==> config.mk <==
export PLATFORM = sky130hd
export DESIGN_NAME = frame_reader
export DESIGN_NICKNAME = d
export VERILOG_FILES = /design/src/rtl/frame_reader.sv
export SDC_FILE = /design/constraint.sdc
export NUM_CORES = 1
export LEC_CHECK = 0
export CORE_ASPECT_RATIO = 1.25
export CORE_MARGIN = 1.5
export CORE_UTILIZATION = 30
export DETAILED_ROUTE_END_ITERATION = 8
export HOLD_SLACK_MARGIN = 0.06
export PLACE_DENSITY = 0.52
export SETUP_SLACK_MARGIN = 0.02
export SYNTH_ARGS = -nofsm -noshare
export SYNTH_HDL_FRONTEND = slang
export SYNTH_SLANG_ARGS = --single-unit
==> constraint.sdc <==
create_clock -name clk -period 3.1 [get_ports clk]
set_clock_uncertainty 0.05 [all_clocks]
set_input_delay 0.31 -clock clk [delete_from_list [all_inputs] [get_ports clk]]
set_output_delay 0.31 -clock clk [all_outputs]
set_load 0.05 [all_outputs]
==> src/rtl/frame_reader.sv <==
// Streams a stored frame out of SDRAM through a small pixel FIFO to a display-side consumer.
// Optional pixel coordinate outputs are enabled by defining FRAME_READER_COORD_EN.
module frame_reader #(
  parameter int IMG_WIDTH  = 320,
  parameter int IMG_HEIGHT = 240,
  parameter int DATA_WIDTH = 16,
  parameter int FIFO_DEPTH = 16,
  parameter int RD_MARGIN  = 4
) (
  input  logic                  clk,
  input  logic                  rst_n,
  input  logic                  start_reading,
  input  logic                  sdram_ready,
  input  logic                  sdram_rx_valid,
  input  logic [DATA_WIDTH-1:0] sdram_data,
  input  logic                  pixel_req,
  output logic                  enable_read_mode,
  output logic [2:0]            pixel_out,
  output logic                  pixel_valid,
  output logic                  frame_done,
  output logic                  overflow,
  output logic                  underflow
`ifdef FRAME_READER_COORD_EN
  ,
  output logic [$clog2(IMG_WIDTH)-1:0]  pixel_x,
  output logic [$clog2(IMG_HEIGHT)-1:0] pixel_y
`endif
);

  localparam int IMG_SIZE = IMG_WIDTH * IMG_HEIGHT;
  localparam int PTR_W    = $clog2(FIFO_DEPTH);
  localparam int CNT_W    = PTR_W + 1;
  localparam int RX_W     = 18;

  typedef enum logic [2:0] {
    S_IDLE,
    S_WAIT_READY,
    S_READING,
    S_DRAIN,
    S_DONE
  } state_t;

  state_t            state_q, state_d;
  logic [RX_W-1:0]   rx_cnt_q, rx_cnt_d;
  logic [PTR_W-1:0]  wr_ptr_q, wr_ptr_d;
  logic [PTR_W-1:0]  rd_ptr_q, rd_ptr_d;
  logic [CNT_W-1:0]  count_q, count_d;
  logic              enable_q, enable_d;
  logic [2:0]        pixel_out_q, pixel_out_d;
  logic              pixel_valid_q, pixel_valid_d;
  logic              frame_done_q, frame_done_d;
  logic              overflow_q, overflow_d;
  logic              underflow_q, underflow_d;
  logic [2:0]        mem_q [FIFO_DEPTH];

  logic push, pop, full, store, start_frame;

  assign push        = (state_q == S_READING) && sdram_rx_valid;
  assign pop         = pixel_req && (count_q != '0);
  assign full        = (count_q == CNT_W'(FIFO_DEPTH));
  // A pop in the same cycle frees the slot, so a full FIFO can still take the word.
  assign store       = push && (!full || pop);
  assign start_frame = (state_q == S_IDLE) && start_reading;

`ifdef FRAME_READER_COORD_EN
  localparam int X_W = $clog2(IMG_WIDTH);
  localparam int Y_W = $clog2(IMG_HEIGHT);

  logic [X_W-1:0] col_q, col_d, pixel_x_q, pixel_x_d;
  logic [Y_W-1:0] row_q, row_d, pixel_y_q, pixel_y_d;

  always_comb begin
    col_d     = col_q;
    row_d     = row_q;
    pixel_x_d = pixel_x_q;
    pixel_y_d = pixel_y_q;
    if (start_frame) begin
      col_d     = '0;
      row_d     = '0;
      pixel_x_d = '0;
      pixel_y_d = '0;
    end else if (pop) begin
      pixel_x_d = col_q;
      pixel_y_d = row_q;
      if (col_q == X_W'(IMG_WIDTH - 1)) begin
        col_d = '0;
        row_d = (row_q == Y_W'(IMG_HEIGHT - 1)) ? '0 : row_q + Y_W'(1);
      end else begin
        col_d = col_q + X_W'(1);
      end
    end
  end

  always_ff @(posedge clk or negedge rst_n) begin
    if (!rst_n) begin
      col_q     <= '0;
      row_q     <= '0;
      pixel_x_q <= '0;
      pixel_y_q <= '0;
    end else begin
      col_q     <= col_d;
      row_q     <= row_d;
      pixel_x_q <= pixel_x_d;
      pixel_y_q <= pixel_y_d;
    end
  end

  assign pixel_x = pixel_x_q;
  assign pixel_y = pixel_y_q;
`endif

  always_comb begin
    // NOTE: every combinational output gets a default first so no path infers a latch.
    state_d       = state_q;
    rx_cnt_d      = rx_cnt_q;
    wr_ptr_d      = wr_ptr_q;
    rd_ptr_d      = rd_ptr_q;
    count_d       = count_q;
    pixel_out_d   = pixel_out_q;
    pixel_valid_d = pop;
    overflow_d    = overflow_q;
    underflow_d   = underflow_q;

    case (state_q)
      S_IDLE:       if (start_reading) state_d = S_WAIT_READY;
      S_WAIT_READY: if (sdram_ready) state_d = S_READING;
      S_READING:    if (push && (rx_cnt_q == RX_W'(IMG_SIZE - 1))) state_d = S_DRAIN;
      S_DRAIN:      if (count_q == '0) state_d = S_DONE;
      S_DONE:       state_d = S_IDLE;
      default:      state_d = S_IDLE;
    endcase

    if (start_frame) rx_cnt_d = '0;
    else if (push)   rx_cnt_d = rx_cnt_q + RX_W'(1);

    if (store) wr_ptr_d = wr_ptr_q + PTR_W'(1);
    if (pop) begin
      rd_ptr_d    = rd_ptr_q + PTR_W'(1);
      pixel_out_d = mem_q[rd_ptr_q];
    end

    case ({store, pop})
      2'b10:   count_d = count_q + CNT_W'(1);
      2'b01:   count_d = count_q - CNT_W'(1);
      default: count_d = count_q;
    endcase

    // Looking at next-cycle occupancy keeps RD_MARGIN slots free for words already in flight.
    enable_d = (state_q == S_READING) && (state_d == S_READING) &&
               ((CNT_W'(FIFO_DEPTH) - count_d) > CNT_W'(RD_MARGIN));

    frame_done_d = (state_d == S_DONE);

    if (start_frame) begin
      overflow_d  = 1'b0;
      underflow_d = 1'b0;
    end else begin
      if (push && full && !pop)          overflow_d  = 1'b1;
      if (pixel_req && (count_q == '0))  underflow_d = 1'b1;
    end
  end

  always_ff @(posedge clk or negedge rst_n) begin
    if (!rst_n) begin
      state_q       <= S_IDLE;
      rx_cnt_q      <= '0;
      wr_ptr_q      <= '0;
      rd_ptr_q      <= '0;
      count_q       <= '0;
      enable_q      <= 1'b0;
      pixel_out_q   <= '0;
      pixel_valid_q <= 1'b0;
      frame_done_q  <= 1'b0;
      overflow_q    <= 1'b0;
      underflow_q   <= 1'b0;
    end else begin
      // NOTE: sequential state uses non-blocking assignments so all flops update together.
      state_q       <= state_d;
      rx_cnt_q      <= rx_cnt_d;
      wr_ptr_q      <= wr_ptr_d;
      rd_ptr_q      <= rd_ptr_d;
      count_q       <= count_d;
      enable_q      <= enable_d;
      pixel_out_q   <= pixel_out_d;
      pixel_valid_q <= pixel_valid_d;
      frame_done_q  <= frame_done_d;
      overflow_q    <= overflow_d;
      underflow_q   <= underflow_d;
    end
  end

  // NOTE: the storage array has no reset; reset empties the FIFO through the pointers and count.
  always_ff @(posedge clk) begin
    if (store) mem_q[wr_ptr_q] <= sdram_data[2:0];
  end

  assign enable_read_mode = enable_q;
  assign pixel_out        = pixel_out_q;
  assign pixel_valid      = pixel_valid_q;
  assign frame_done       = frame_done_q;
  assign overflow         = overflow_q;
  assign underflow        = underflow_q;

endmodule

# Word level (Yosys, flattened, before mapping)
# Memory sizes are Yosys's and may differ from the RTL's. A register that Yosys moved wholly into a read port is not among the register bits.
# Index checks and enable logic that the tools add are counted.
# op_classes
addsub	6
n_mul	0
n_div	0
magnitude_cmp	1
eq_ne	9
shift	0
mux	14
bitwise_logic	0
n_reduce_logical	20
# ops
op	count
2-to-1 mux 18 bit	2
adder 18 x 1 -> 18 bit (second input constant)	1
== test 18 x 17 -> 1 bit (second input constant)	1
2-to-1 mux 3 bit	4
one-hot mux 3 bit (4 select lines)	1
logical AND 1 bit	10
one-hot mux 5 bit (2 select lines)	1
== test 3 x 2 -> 1 bit (second input constant)	3
adder 4 x 1 -> 4 bit (second input constant)	2
2-to-1 mux 1 bit	6
nonzero test 2 bit	3
adder 5 x 1 -> 5 bit (second input constant)	1
== test 5 bit (second input constant)	1
greater-than comparator 5 x 3 -> 1 bit (second input constant)	1
logical NOT 5 bit	1
nonzero test 5 bit	1
subtractor 5 x 1 -> 5 bit (second input constant)	1
subtractor 5 bit (first input constant)	1
== test 3 x 1 -> 1 bit (second input constant)	1
== test 3 bit (second input constant)	1
logical NOT 1 bit	3
logical NOT 3 bit	1
== test 2 x 1 -> 1 bit (second input constant)	1
== test 2 bit (second input constant)	1
logical OR 1 bit	1
# word_totals
register_bits	39
latch_bits	0
mem_bits_rw	48
romBits	0
word_cells	61
mem_count	1
# mem_list
memory	words	width	rd	rd_clocked_by_memory_dff	write_ports	line_no	source
mem_q	16	3	1	1	1	54	logic [2:0] mem_q [FIFO_DEPTH];

# Logic depth before layout (Yosys ltp)
# Gate-level depths: netlist of run 1.
# logic_depth
ltp_word	9
ltp_mapped	12
mapped_depth_nobuf	11

# Least setup slack after synthesis of run 1
# OpenSTA, ideal clock, no wires.
# synth_timing
path_type	register -> register
from	reg count_q[1]
to	reg enable_q, in the netlist enable_read_mode
setup_ns	0.157
arrival_time_ns	2.493
required_time_ns	2.893
slack_ns	0.400
stages_incl_launch_ff	13
n_path_buf	2
period_less_slack_ns	2.700
path_cell_list	dfrtp_1 -> buf_6 -> or4_4 -> o21ai_0 -> buf_2 -> o31ai_1 -> ha_1 -> nor3b_1 -> o211a_1 -> or2b_1 -> o22ai_1 -> nor4_1 -> a311oi_1
# synth_via
elab_chain_len	9
# synth_lines
item	line_no	source
start, declared	47	logic [CNT_W-1:0] count_q, count_d;
start signal, assigned	182	count_q <= count_d;
== test 5 bit / nonzero test 5 bit (equally long branches)	60, 59	
logical NOT 1 bit / logical AND 1 bit (equally long branches)	62, 59	
logical OR 1 bit	62	assign store = push && (!full || pop);
logical AND 1 bit	62	
== test 2 x 1 -> 1 bit / == test 2 bit (equally long branches)	142	case ({store, pop})
one-hot mux 5 bit (2 select lines) (*)	142	
net count_d[2]	47	
subtractor 5 bit (*)	150	((CNT_W'(FIFO_DEPTH) - count_d) > CNT_W'(RD_MARGIN));
greater-than comparator 5 x 3 -> 1 bit (*)	150	
logical AND 1 bit (*)	149	enable_d = (state_q == S_READING) && (state_d == S_READING) &&
net enable_d	48	logic enable_q, enable_d;
end signal, assigned	183	enable_q <= enable_d;
end, declared	48	
# The timed path passes the listed nets; every way through them passes the cells marked *.
# A chain may end at the register's enable or synchronous reset.

# Worst setup path in the final report of run 1
# layout_timing
from	reg count_q[3]
to	reg enable_q, in the netlist enable_read_mode
# The elaborated chain is that of the path after synthesis.

==> results of run 1 <==
-- layer usage --
| layer | part of all wire | vias to the layer above | wire, um | track usage |
|---|---|---|---|---|
| met5 | 0 | - | 0 | 0 |
| met4 | 0.022 | 0 | 163 | 0.0556 |
| met3 | 0.031 | 11 | 235 | 0.0247 |
| met2 | 0.52 | 41 | 3940 | 0.205 |
| met1 | 0.43 | 1185 | 3240 | 0.137 |
| li1 | - | 1142 | - | - |
-- through the flow --
| stage | total power, uW | hold slack [ns] | instance area [um^2] | setup slack (ns) | std cells |
|---|---|---|---|---|---|
| after global placement | 2910 | 0.412 | 4390 | 0.385 | 476 |
| after floorplan | 2560 | -0.0356 | 4020 | 0.400 | 295 |
| after detailed placement | 2930 | 0.414 | 4390 | 0.297 | 476 |
| final | 3880 | 0.0843 | 4660 | 0.290 | 492 |
| after CTS | 3950 | 0.131 | 4660 | 0.279 | 492 |
| after global routing | 4120 | 0.170 | 4660 | 0.0365 | 492 |
-- worst paths after layout --
| path | endpoint | slack (ns) | cells after the start |
|---|---|---|---|
| max | enable_read_mode | 0.29 | 10 |
| min | wr_ptr_q[1] | 0.08 | 1 |
| max reg2reg | enable_read_mode | 0.29 | 10 |
| min reg2reg | pixel_out[2] | 0.42 | 2 |
| max in group asynchronous | pixel_out[1] | 2.31 | 1 |
| min in group clk | pixel_out[2] | 0.42 | 2 |
-- final cells by class --
cell class	instances	area, um^2	area share
clock buffer	11	243	0.0521
clock inverter	5	30.0	0.00644
inverter	7	26.3	0.00564
multi-input combinational	185	1450	0.311
sequential	90	2490	0.535
tap	171	214	0.0459
timing repair buffer	23	208	0.0446
-- where the power goes --
| group | total (uW) | leakage (uW) | internal, uW | switching, uW |
|---|---|---|---|---|
| sequential | 1690 | 0.000976 | 1450 | 246 |
| combinational | 1190 | 0.000630 | 565 | 624 |
| clock | 1000 | 0.000133 | 561 | 440 |
-- cell families (layout without fill, tap and decap cells) --
kind of cell             after synthesis  in the layout  synth area share
multiplexers                          17             17            0.0894
adder cells (fa/ha/maj)                7              7            0.0218
XOR/XNOR                              21             21            0.0458
AND/OR/NAND/NOR                      116            116             0.162
flip-flops                            90             90             0.620
AO/OA/AOI/OAI                         24             24            0.0399
buffers and inverters                 20             46            0.0209
-- flip-flops by register name, indices dropped and copies added, names as in the netlist --
name,flops
rd_ptr_q,4
rx_cnt_q,18
overflow,1
state_q,3
underflow,1
enable_read_mode,1
pixel_valid,1
mem_q,48
wr_ptr_q,4
pixel_out,3
frame_done,1
count_q,5
-- synthesized netlist by cell type (all sizes together) (2+ instances only) --
library cell  number
clkbuf            11
dfrtp             42
nor2b              3
ha                 7
nand4b             2
xnor2             10
buf                2
and2              13
nor3b              3
o22ai              3
and3               3
edfxtp            48
o21ai              6
nand3              7
mux4              15
nor3               6
nand2             28
or3                5
a21oi              5
inv                7
nor4               3
xor2              11
nand4             10
and4               5
nor2              20
==> summary.log, run 1 <==
[yosys] top cell type by total area after synthesis edfxtp_1
[layout] fin nets 345
[global_routing] antenna violations before repair 0
[layout] leading cell type in the layout, fill and taps excluded edfxtp_1
[setup_path] data arrival time at the worst-slack endpoint 2.94 ns
[setup_path] worst reg2reg startpoint count_q[3]
[floorplan] height of the die 132 um
[setup_path] Worst setup EP type flip-flop
[yosys] total nets after synthesis 324
[clock_tree] number of setup buffers added after CTS 0
[layout] count of filler cells inserted in the layout 1348
[clock_tree] H-Tree Level Count 3
[layout] utilization after layout 0.354
[setup_path] Setup Crit Path Kind flip-flop to flip-flop
[setup_path] category of the worst setup path launch point flip-flop
[yosys] top cell type's share of synthesized area 0.359
[clock_tree] CTS buffer count 9
[clock_tree] worst-skew pair later-pin latency 0.34 ns
[clock_tree] clock tree sinks 90
[pwr] Static Leakage 0.00174 uW
[timing] # setup viols final 0
[route] DRC violations left 0
[setup_path] crit path from count_q[3]
[clock_tree] maximum root-to-sink buffer count 2
[yosys] number of synthesized flops with an enable pin 48
[pwr] pwr dens 833 nW/um^2
[floorplan] std cell rows 47
[yosys] ys async rst share 0.467
[layout] area added between synthesis and finish 16.0%
[clock_tree] clock root buffer clkbuf_16
[timing] worst slew slack as a fraction of its limit 0.346
[yosys] largest cells by area after synthesis edfxtp_1, dfrtp_1, mux4_2
[floorplan] initial core utilization 0.305
[setup_path] cell chain of the critical path or4_4 -> o21ai_0 -> o31ai_1 -> ha_1 -> nor3b_1 -> o211a_1 -> or2b_1 -> o22ai_1 -> nor4_1 -> a311oi_1
[run] number of max-cap violations 0
[placement] HPWL Detailed 5240 um
[route] Vias/cell 4.84
[layout] layout cells sized above 1 0.140
[placement] placer's final routability congestion estimate 0.717
[floorplan] die width 107 um
[setup_path] required time of the critical path 3.23 ns
[global_routing] first-pass GRT wire length 12600 um
[setup_path] worst-path cell with the longest stage delay or4_4
[timing] clock period minus final worst setup slack 2.81 ns
[setup_path] largest fanout on the critical path 7
[route] detailed-route wire length per cell 15.4 um
[timing] aggregate negative setup slack 0 ns
[layout] antenna cells 0
[timing] RSZ-0062 raised after global routing false
[floorplan] Placeable Area 13200 um^2
[floorplan] Die Footprint 14100 um^2
[run_status] outcome completed
[hold_path] class of the most critical hold timing path input pin to asynchronous set/reset pin
[yosys] number of storage elements in the synthesis netlist 90
[global_routing] total track usage 0.117
[timing] maximum frequency from static timing analysis 356 MHz
[yosys] most frequently used flop master after synthesis edfxtp_1
[yosys] syn avg cell area 13.6 um^2
[clock_tree] cts repair resizes 0
[clock_tree] CTS tree built
[global_routing] global route total overflow 0
[route] final WL 7570 um
[yosys] Synth Cell Area 4020 um^2
[global_routing] number of global-route vias before repair 2485
[timing] slew of the pin with the lowest slew margin 0.981 ns
[yosys] cell count after synthesis 295
[setup_path] largest stage delay on the critical path 0.60 ns
[global_routing] maximum number of pins on one net before global-route repair 43
[route] drt first pass iters 6
[route] via total after detailed routing 2379
[clock_tree] Clock transition at path regs 0.06 ns
[yosys] count of distinct cell types in the synthesized netlist 50
[route] antenna-violating nets left 0
[pwr] Peak VDD IR 0.380 mV
[timing] final slew viol count 0
[route] first-iteration detailed-routing DRC count 91
[layout] commonest cells after routing, fill and taps aside edfxtp_1, dfrtp_1, nand2_1
[floorplan] count of pins on the block boundary 30
[yosys] sequential share of the synthesized area 0.620
[timing] final cycle utilization of the critical path 0.906
[setup_path] Bufs and invs on worst path 0
[timing] Hold Violations, Final 0
[clock_tree] # hold bufs at CTS 0
[setup_path] dominant delay contributor by cell family on the critical path simple AND/OR/NAND/NOR gates
[placement] I/O Buffers 16
[yosys] synth warn 0
No activity file was read; power rests on OpenSTA's default activity.
==> run 2, diff against run 1 <==
CORE_MARGIN = 1   (was 1.5)
SLEW_MARGIN = 10   (was unset)
==> summary.log, run 2 (same netlist as run 1, synthesis figures left out) <==
[clock_tree] Clock transition at path regs 0.07 ns [about the same]
[clock_tree] clock root buffer clkbuf_16
[setup_path] Setup Crit Path Kind flip-flop to flip-flop
[clock_tree] H-Tree Level Count 3 [unchanged]
[setup_path] largest fanout on the critical path 8 [+1]
[placement] placer's final routability congestion estimate 0.751 [+4.8%]
[clock_tree] clock tree sinks 90 [unchanged]
[floorplan] height of the die 131 um [-0.76%]
[clock_tree] maximum root-to-sink buffer count 2 [unchanged]
[layout] leading cell type in the layout, fill and taps excluded edfxtp_1
[pwr] total power 3940 uW [+1.3%]
[global_routing] total track usage 0.120 [+0.00244]
[global_routing] GRT busiest layer met2
[layout] Multi-input gate area 1450 um^2 [unchanged]
[setup_path] data arrival time at the worst-slack endpoint 2.93 ns [about the same]
[setup_path] Worst setup EP type flip-flop
[global_routing] maximum number of pins on one net before global-route repair 43 [unchanged]
[timing] crit path setup slack, layout 0.299 ns [+0.00870 ns]
[timing] RSZ-0062 raised after global routing false
[global_routing] antenna violations before repair 0 [unchanged]
[placement] I/O Buffers 16 [unchanged]
[clock_tree] # hold bufs at CTS 0 [unchanged]
[setup_path] Bufs and invs on worst path 0 [unchanged]
[layout] top flop regs mem_q x48, rx_cnt_q x18, count_q x5
[setup_path] largest stage delay on the critical path 0.57 ns [-0.03 ns]
[route] via total after detailed routing 2360 [-0.80%]
[floorplan] count of pins on the block boundary 30 [unchanged]
[placement] HPWL Detailed 5350 um [+2.1%]
[timing] aggregate negative setup slack 0 ns [unchanged]
[timing] final cycle utilization of the critical path 0.904 [-0.00281]
[global_routing] global route total overflow 0 [unchanged]
[global_routing] met3 GRT Util 0.0308 [+0.00604]
[setup_path] category of the worst setup path launch point flip-flop
[layout] commonest cells after routing, fill and taps aside edfxtp_1, dfrtp_1, nand2_1
[global_routing] number of global-route vias before repair 2391 [-3.8%]
[run_status] outcome completed
[route] antenna-violating nets left 0 [unchanged]
[floorplan] Die Footprint 13900 um^2 [-1.7%]
[floorplan] die width 106 um [-0.94%]
[layout] flip-flop count of the largest register, all copies and words added 48 [unchanged]
[route] drt first pass iters 4 [-2]
[placement] worst slack after detailed placement 0.280 ns [-0.0168 ns]
[layout] count of filler cells inserted in the layout 1266 [-6.1%]
[floorplan] Placeable Area 12900 um^2 [-2.1%]
[route] DRC violations left 0 [unchanged]
[setup_path] worst-path cell with the longest stage delay or4_4
[route] final WL 7640 um [+0.86%]
[clock_tree] number of setup buffers added after CTS 0 [unchanged]
[run] number of max-cap violations 0 [unchanged]
[timing] worst slew slack as a fraction of its limit 0.340 [-0.00530]
[clock_tree] worst-skew pair later-pin latency 0.34 ns [about the same]
[layout] antenna cells 0 [unchanged]
[timing] slew of the pin with the lowest slew margin 0.989 ns [+0.00794 ns]
[layout] layout cells sized above 1 0.146 [+0.00623]
[layout] register name with the most flops mem_q
[timing] maximum frequency from static timing analysis 357 MHz [+0.31%]
[setup_path] required time of the critical path 3.23 ns [about the same]
[pwr] Peak VDD IR 0.282 mV [-26%]
[layout] area added between synthesis and finish 16.3%
[global_routing] global-route track usage on met1 0.146 [+0.00938]
[route] first-iteration detailed-routing DRC count 120 [+32%]
[route] detailed-route wire length per cell 15.6 um [+1.5%]
[clock_tree] cts repair resizes 0 [unchanged]
[timing] Hold Violations, Final 0 [unchanged]
[global_routing] met2 demand-to-capacity share in global routing 0.204 [-0.000347]
[setup_path] cell chain of the critical path or4_4 -> o21ai_0 -> o31ai_1 -> ha_1 -> nor3b_1 -> o211a_1 -> or2b_1 -> o22ai_1 -> nor4_1 -> a311oi_1
[timing] # setup viols final 0 [unchanged]
[clock_tree] CTS tree built
[clock_tree] CTS buffer count 9 [unchanged]
[pwr] Static Leakage 0.00175 uW [+0.49%]
[pwr] pwr dens 842 nW/um^2 [+1.0%]
[timing] final slew viol count 0 [unchanged]
[global_routing] first-pass GRT wire length 12700 um [+1.5%]
[floorplan] initial core utilization 0.312 [+0.00663]
[layout] fin nets 345 [unchanged]
[floorplan] std cell rows 46 [-2.1%]
[timing] clock period minus final worst setup slack 2.80 ns [-0.00870 ns]
[layout] utilization after layout 0.363 [+0.00876]
[route] Vias/cell 4.83 [-0.19%]
[setup_path] dominant delay contributor by cell family on the critical path simple AND/OR/NAND/NOR gates
[hold_path] class of the most critical hold timing path input pin to asynchronous set/reset pin
[layout] sequential cell area 2490 um^2 [unchanged]
==> run 2: power by group <==
group	switching (uW)	leakage, uW	internal (uW)	total [uW]
Combinational	614	0.000631	567	1180
Sequential	254	0.000976	1450	1700
Clock	488	0.000141	565	1050
==> run 2: metal layers <==
metal	wire length [um]	share of wire
met4	66	0.0086
met5	0	0
met2	4040	0.53
met1	3360	0.44
met3	176	0.023
==> run 2: worst register-to-register path, stage by stage, from the launching register on <==
cell and delay (ns):
dfrtp_1 0.47, or4_4 0.57, o21ai_0 0.25, o31ai_1 0.12
ha_1 0.25, nor3b_1 0.20, o211a_1 0.18, or2b_1 0.09
o22ai_1 0.10, nor4_1 0.29, a311oi_1 0.08
==> run 2: stage by stage <==
step | hold WS, ns | cell area (um^2) | std cells
3_5_place_dp | 0.449 | 4390 | 473
3_3_place_gp | 0.434 | 4390 | 473
2_1_floorplan | -0.0356 | 4020 | 295
4_1_cts | 0.115 | 4680 | 489
6_report | 0.0853 | 4680 | 489
5_1_grt | 0.151 | 4680 | 489
==> run 2: final cells by class <==
type | count | share of cell area
Clock buffer | 9 | 0.0482
Clock inverter | 7 | 0.0139
Tap cell | 168 | 0.0450
Timing Repair Buffer | 23 | 0.0444
Sequential cell | 90 | 0.533
Multi-Input combinational cell | 185 | 0.310
Inverter | 7 | 0.00562
==> run 2: path summary, 6_finish.rpt <==
| check | to | startpoint | depth (start not counted) | slack [ns] |
|---|---|---|---|---|
| worst max-delay path | enable_read_mode | count_q[2] | 10 | 0.30 |
| worst min-delay path | state_q[0] | rst_n | 1 | 0.09 |
| worst max register to register | enable_read_mode | count_q[2] | 10 | 0.30 |
| worst min register to register | pixel_out[0] | pixel_out[0] | 2 | 0.47 |
| max in group asynchronous | wr_ptr_q[0] | rst_n | 1 | 2.30 |
| min in group clk | pixel_out[0] | pixel_out[0] | 2 | 0.47 |
==> edit 1 (flow settings as in run 1) <==
The option `FRAME_READER_COORD_EN` is turned on by a define.
--- a/src/rtl/frame_reader.sv
+++ b/src/rtl/frame_reader.sv
@@ -1,4 +1,6 @@
 // Streams a stored frame out of SDRAM through a small pixel FIFO to a display-side consumer.
 // Optional pixel coordinate outputs are enabled by defining FRAME_READER_COORD_EN.
+`define FRAME_READER_COORD_EN
+
 module frame_reader #(
   parameter int IMG_WIDTH  = 320,
Behaviour (old outputs only; new: pixel_x and pixel_y): unchanged (equiv_simple and equiv_induct, registers matched by name and starting in step).
==> edit 1 against run 1 <==
Cell area up 47%; fmax fell by 4.4%; sequential cell count is 34 higher; via count up 57%; routed wire length up 53%; worst setup slack got worse by 0.13 ns; critical path depth stayed put; area after synthesis rose by 40%; total power increased by 56%; critical endpoint unchanged.
==> edit 1: results <==
[detailed_routing]
drt-met1-wl_um = 5477
routed_wl_um = 11620
met3_length_um = 384
dr.pass1.iters = 4
met2WireLength_um = 5646
drt-initial-drc-count = 230

[cells_and_area]
reg_top3 = mem_q (48), rx_cnt_q (18)
drive_gt1_frac = 0.1306
fin_nets = 554

[placement]
post_dp_cell_area_sq_um = 6248
gp_congestion = 0.8480
hpwl_um = 7730
place_ws_ns = 0.1694
port-buffer-count = 33

[synth]
yosysUniqueCellTypes = 54
synthFlopType = dfrtp_1
synth_xor_area_frac = 0.04015
syn_avg_cell_area_sq_um = 11.75
ys_top_cells_by_count = 76 x dfrtp_1, 75 x nand2_1, 48 x edfxtp_1, 35 x nor2_1, 27 x a21oi_1
synth-compound-area-share = 0.07564
synth_fp_nets = 511
synth-edff-count = 48
async_reset_ff_frac = 0.6129
synth.mux.area_fraction = 0.06544
synth_fa_ha_area_frac = 0.01996
yosysSeqAreaShare = 0.5927
synthTopCellsByArea = dfrtp_1 34%, edfxtp_1 26%, mux4_2 6.0%

[status]
status = completed

[critical_path]
endpoint = enable_read_mode$_DFF_PN0_
r2r_slack_ns = 0.16
cp.arrival_ns = 3.22
crit_fanout = 8

[timing]
slew_headroom = 0.3430
finalCriticalPeriod_ns = 2.939
holdWs_ns = 0.4696

[global_route]
grt_pass1_vias = 3764
grt_pass1_wl_um = 19730
antenna_found_initial = 0
grt.total_usage = 0.1278
grt_max_degree = 77

[clock_network]
cts_made_buffers = 17
htreeDepth = 4
clock_latency_ns = 0.41

[pwr]
worst_ir_drop_vdd_mv = 0.3669
leakagePower_nw = 2.695

[hold_path]
hp-class = reg -> reg
hold_end = underflow$_DFFE_PN0P_
[edit 1: layout make-up]
| type | instances | area [sq um] |
|---|---|---|
| timing repair buffer | 45 | 420.4 |
| multi-input combinational | 328 | 2192 |
| fill | 1751 | 11400 |
| clock inverter | 14 | 140.1 |
| clock buffer | 18 | 429.2 |
| tap | 228 | 285.3 |
| inverter | 7 | 26.28 |
| sequential | 124 | 3343 |
[edit 1: cells by family after synthesis]
kind of cell             count (synthesis)
AO/OA/AOI/OAI                           71
AND/OR/NAND/NOR                        205
adder cells (fa/ha/maj)                  9
flip-flops                             124
XOR/XNOR                                25
buffers and inverters                   28
multiplexers                            18
[edit 1: routing by layer]
metal  GRT usage  up-vias
li1            -     1805
met1      0.1645     1869
met2      0.2083       59
met3     0.03282        8
met4     0.04600        0
met5           0        -
[edit 1: timing repair]
item	CTS	global route
endpoints found under the setup margin	0	1
hold buffers	1	0
gates resized for setup	0	1
endpoints found under the hold margin	76	0
[edit 1: report_power, final]
part	total, W	switching [W]	internal, W
logic	0.00185	0.00106	0.000792
clock network	0.00189	0.000774	0.00112
registers	0.00232	0.000329	0.00199
[edit 1: per-stage QoR]
step,cells,utilization
6_report,764,0.3749
5_1_grt,764,0.3749
2_1_floorplan,480,-
3_3_place_gp,731,0.3426
4_1_cts,764,0.3744
3_5_place_dp,731,0.3426
[edit 1: critical path: stages (launching register included)]
cell,delay [ns]
dfrtp_1,0.46
or4_1,0.62
o211ai_4,0.23
xnor2_1,0.10
ha_1,0.23
nor4_1,0.29
nand2_1,0.11
a211oi_1,0.26
a31oi_1,0.10
and3b_1,0.21
a211oi_2,0.20
==> edit 2 (flow settings as in run 1) <==
Made on the original files. The 5 states of `state_t` get a one-hot encoding in 5 bits.
--- a/src/rtl/frame_reader.sv
+++ b/src/rtl/frame_reader.sv
@@ -33,10 +33,10 @@
   localparam int RX_W     = 18;
 
-  typedef enum logic [2:0] {
-    S_IDLE,
-    S_WAIT_READY,
-    S_READING,
-    S_DRAIN,
-    S_DONE
+  typedef enum logic [4:0] {
+    S_IDLE       = 5'b00001,
+    S_WAIT_READY = 5'b00010,
+    S_READING    = 5'b00100,
+    S_DRAIN      = 5'b01000,
+    S_DONE       = 5'b10000
   } state_t;
 
Check against the original RTL: same outputs for any inputs over 10 cycles, from zero or initial values and one cycle with rst_n low; not proved beyond that.
==> edit 2 against run 1 <==
Cell area rose by 6.2%; die area rose by 4.9%; critical endpoint unchanged; area after synthesis rose by 5.1%; total power fell by 2.0%; worst setup slack got worse by 0.049 ns; sequential cell count rose by 2; routed wire length rose by 4.1%.
==> edit 2: results <==
[status]
status = completed

[cells_and_area]
reg_top3 = mem_q (48), rx_cnt_q (18)
utilization = 0.3599
n_fill_cell = 1337
drive_gt1_frac = 0.1771
fin_nets = 374
antenna_cells = 0

[timing]
final.setup.tns_ns = 0
holdWs_ns = 0.09212
tightestPinTransition_ns = 1.016

[global_route]
grt_pass1_wl_um = 13180
grt_max_degree = 45
antenna_found_initial = 0
grt.total_usage = 0.1195

[synth]
async_reset_ff_frac = 0.4783
yosysWarnings = 0
synth-edff-count = 48
yosysSeqAreaShare = 0.6024
yosysUniqueCellTypes = 46
ys_ff_latch = 92
synthTopCellsByArea = edfxtp_1 34%, dfrtp_1 25%, mux4_2 8.0%
synth_fp_nets = 349
ys_top_cells_by_count = 48 x edfxtp_1, 43 x dfrtp_1, 34 x nor2_1, 26 x nand2_1, 17 x and2_1

[hold_path]
hp-class = in -> async

[clock_network]
cts-resized-gates = 0
root_buffer = clkbuf_16
postCtsSetupRepairBufs = 0
htreeDepth = 3
clock_latency_ns = 0.34
cts_made_buffers = 9
clockBufferDepth = 2
clk_pin_slew_ns = 0.07
hold_buffers = 0

[detailed_routing]
wl_per_cell_um = 15.02
dr.pass1.iters = 4
drt-initial-drc-count = 162
via_count = 2475

[placement]
port-buffer-count = 16
hpwl_um = 5522
post_dp_cell_area_sq_um = 4634
gp_congestion = 0.7438

[critical_path]
reg2reg_to = enable_read_mode$_DFF_PN0_
cp.arrival_ns = 3.09
crit_fanout = 6
r2r_slack_ns = 0.24
end_kind = register
crit_path_start = count_q[2]$_DFF_PN0_
reg2reg_from = count_q[2]$_DFF_PN0_
r2r_cells = 11

[pwr]
worst_ir_drop_vdd_mv = 0.2359
leakagePower_nw = 1.906
-- edit 2: per-layer routing --
| metal | global-route usage | wire length [um] | vias to the layer above |
|---|---|---|---|
| met1 | 0.1414 | 3339 | 1244 |
| li1 | - | - | 1200 |
| met4 | 0.05482 | 166 | 0 |
| met3 | 0.02501 | 154 | 10 |
| met2 | 0.2056 | 4225 | 21 |
| met5 | 0 | 0 | - |
-- edit 2: cell families (layout without fill, tap and decap cells) --
| logic type | count (synthesis) | after routing | synth area share |
|---|---|---|---|
| AO/OA/AOI/OAI | 24 | 24 | 0.04652 |
| buffers and inverters | 26 | 56 | 0.03111 |
| multiplexers | 18 | 18 | 0.08741 |
| XOR/XNOR | 27 | 27 | 0.05600 |
| AND/OR/NAND/NOR | 126 | 126 | 0.1559 |
| adder cells (fa/ha/maj) | 7 | 7 | 0.02074 |
| flip-flops | 92 | 92 | 0.6024 |
-- edit 2: worst min path at each step --
stage | end | start | cells past startpoint
CTS | rd_ptr_q[3]$_DFFE_PN0N_ | rst_n | 1
global route | pixel_valid$_DFF_PN0_ | rst_n | 1
floorplan | count_q[0]$_DFF_PN0_ | rst_n | 0
global placement | pixel_out[0]$_DFFE_PN0N_ | pixel_out[0]$_DFFE_PN0N_ | 2
finish | pixel_valid$_DFF_PN0_ | rst_n | 1
detailed placement | pixel_out[0]$_DFFE_PN0N_ | pixel_out[0]$_DFFE_PN0N_ | 2
-- edit 2: cell type report --
cell class	count	area share
clock buffer	9	0.04550
clock inverter	7	0.01643
inverter	7	0.005814
multi-input combinational	202	0.3170
sequential	92	0.5139
tap	175	0.04424
timing repair buffer	33	0.05713
-- edit 2: per-stage QoR --
stage                     worst slack (ns)  cells
after floorplan                     0.1033    320
after global placement              0.2529    509
after detailed placement            0.2307    509
after CTS                           0.2140    525
after global routing               0.04569    525
final                               0.2407    525
-- edit 2: where the power goes --
part,total (W),switching [W],internal (W)
Clock,0.00110,0.000520,0.000580
Combinational,0.00113,0.000602,0.000524
Sequential,0.00158,0.000163,0.00142
-- edit 2: critical path, cell delays in order (launching register included) --
cell,delay [ns]
dfrtp_1,0.37
or4_4,0.59
o21ai_4,0.15
nor2_1,0.08
xor2_1,0.15
ha_1,0.22
nor2_1,0.17
nor4b_4,0.24
a311oi_1,0.12
a21o_1,0.20
a311oi_2,0.27
o41a_1,0.18
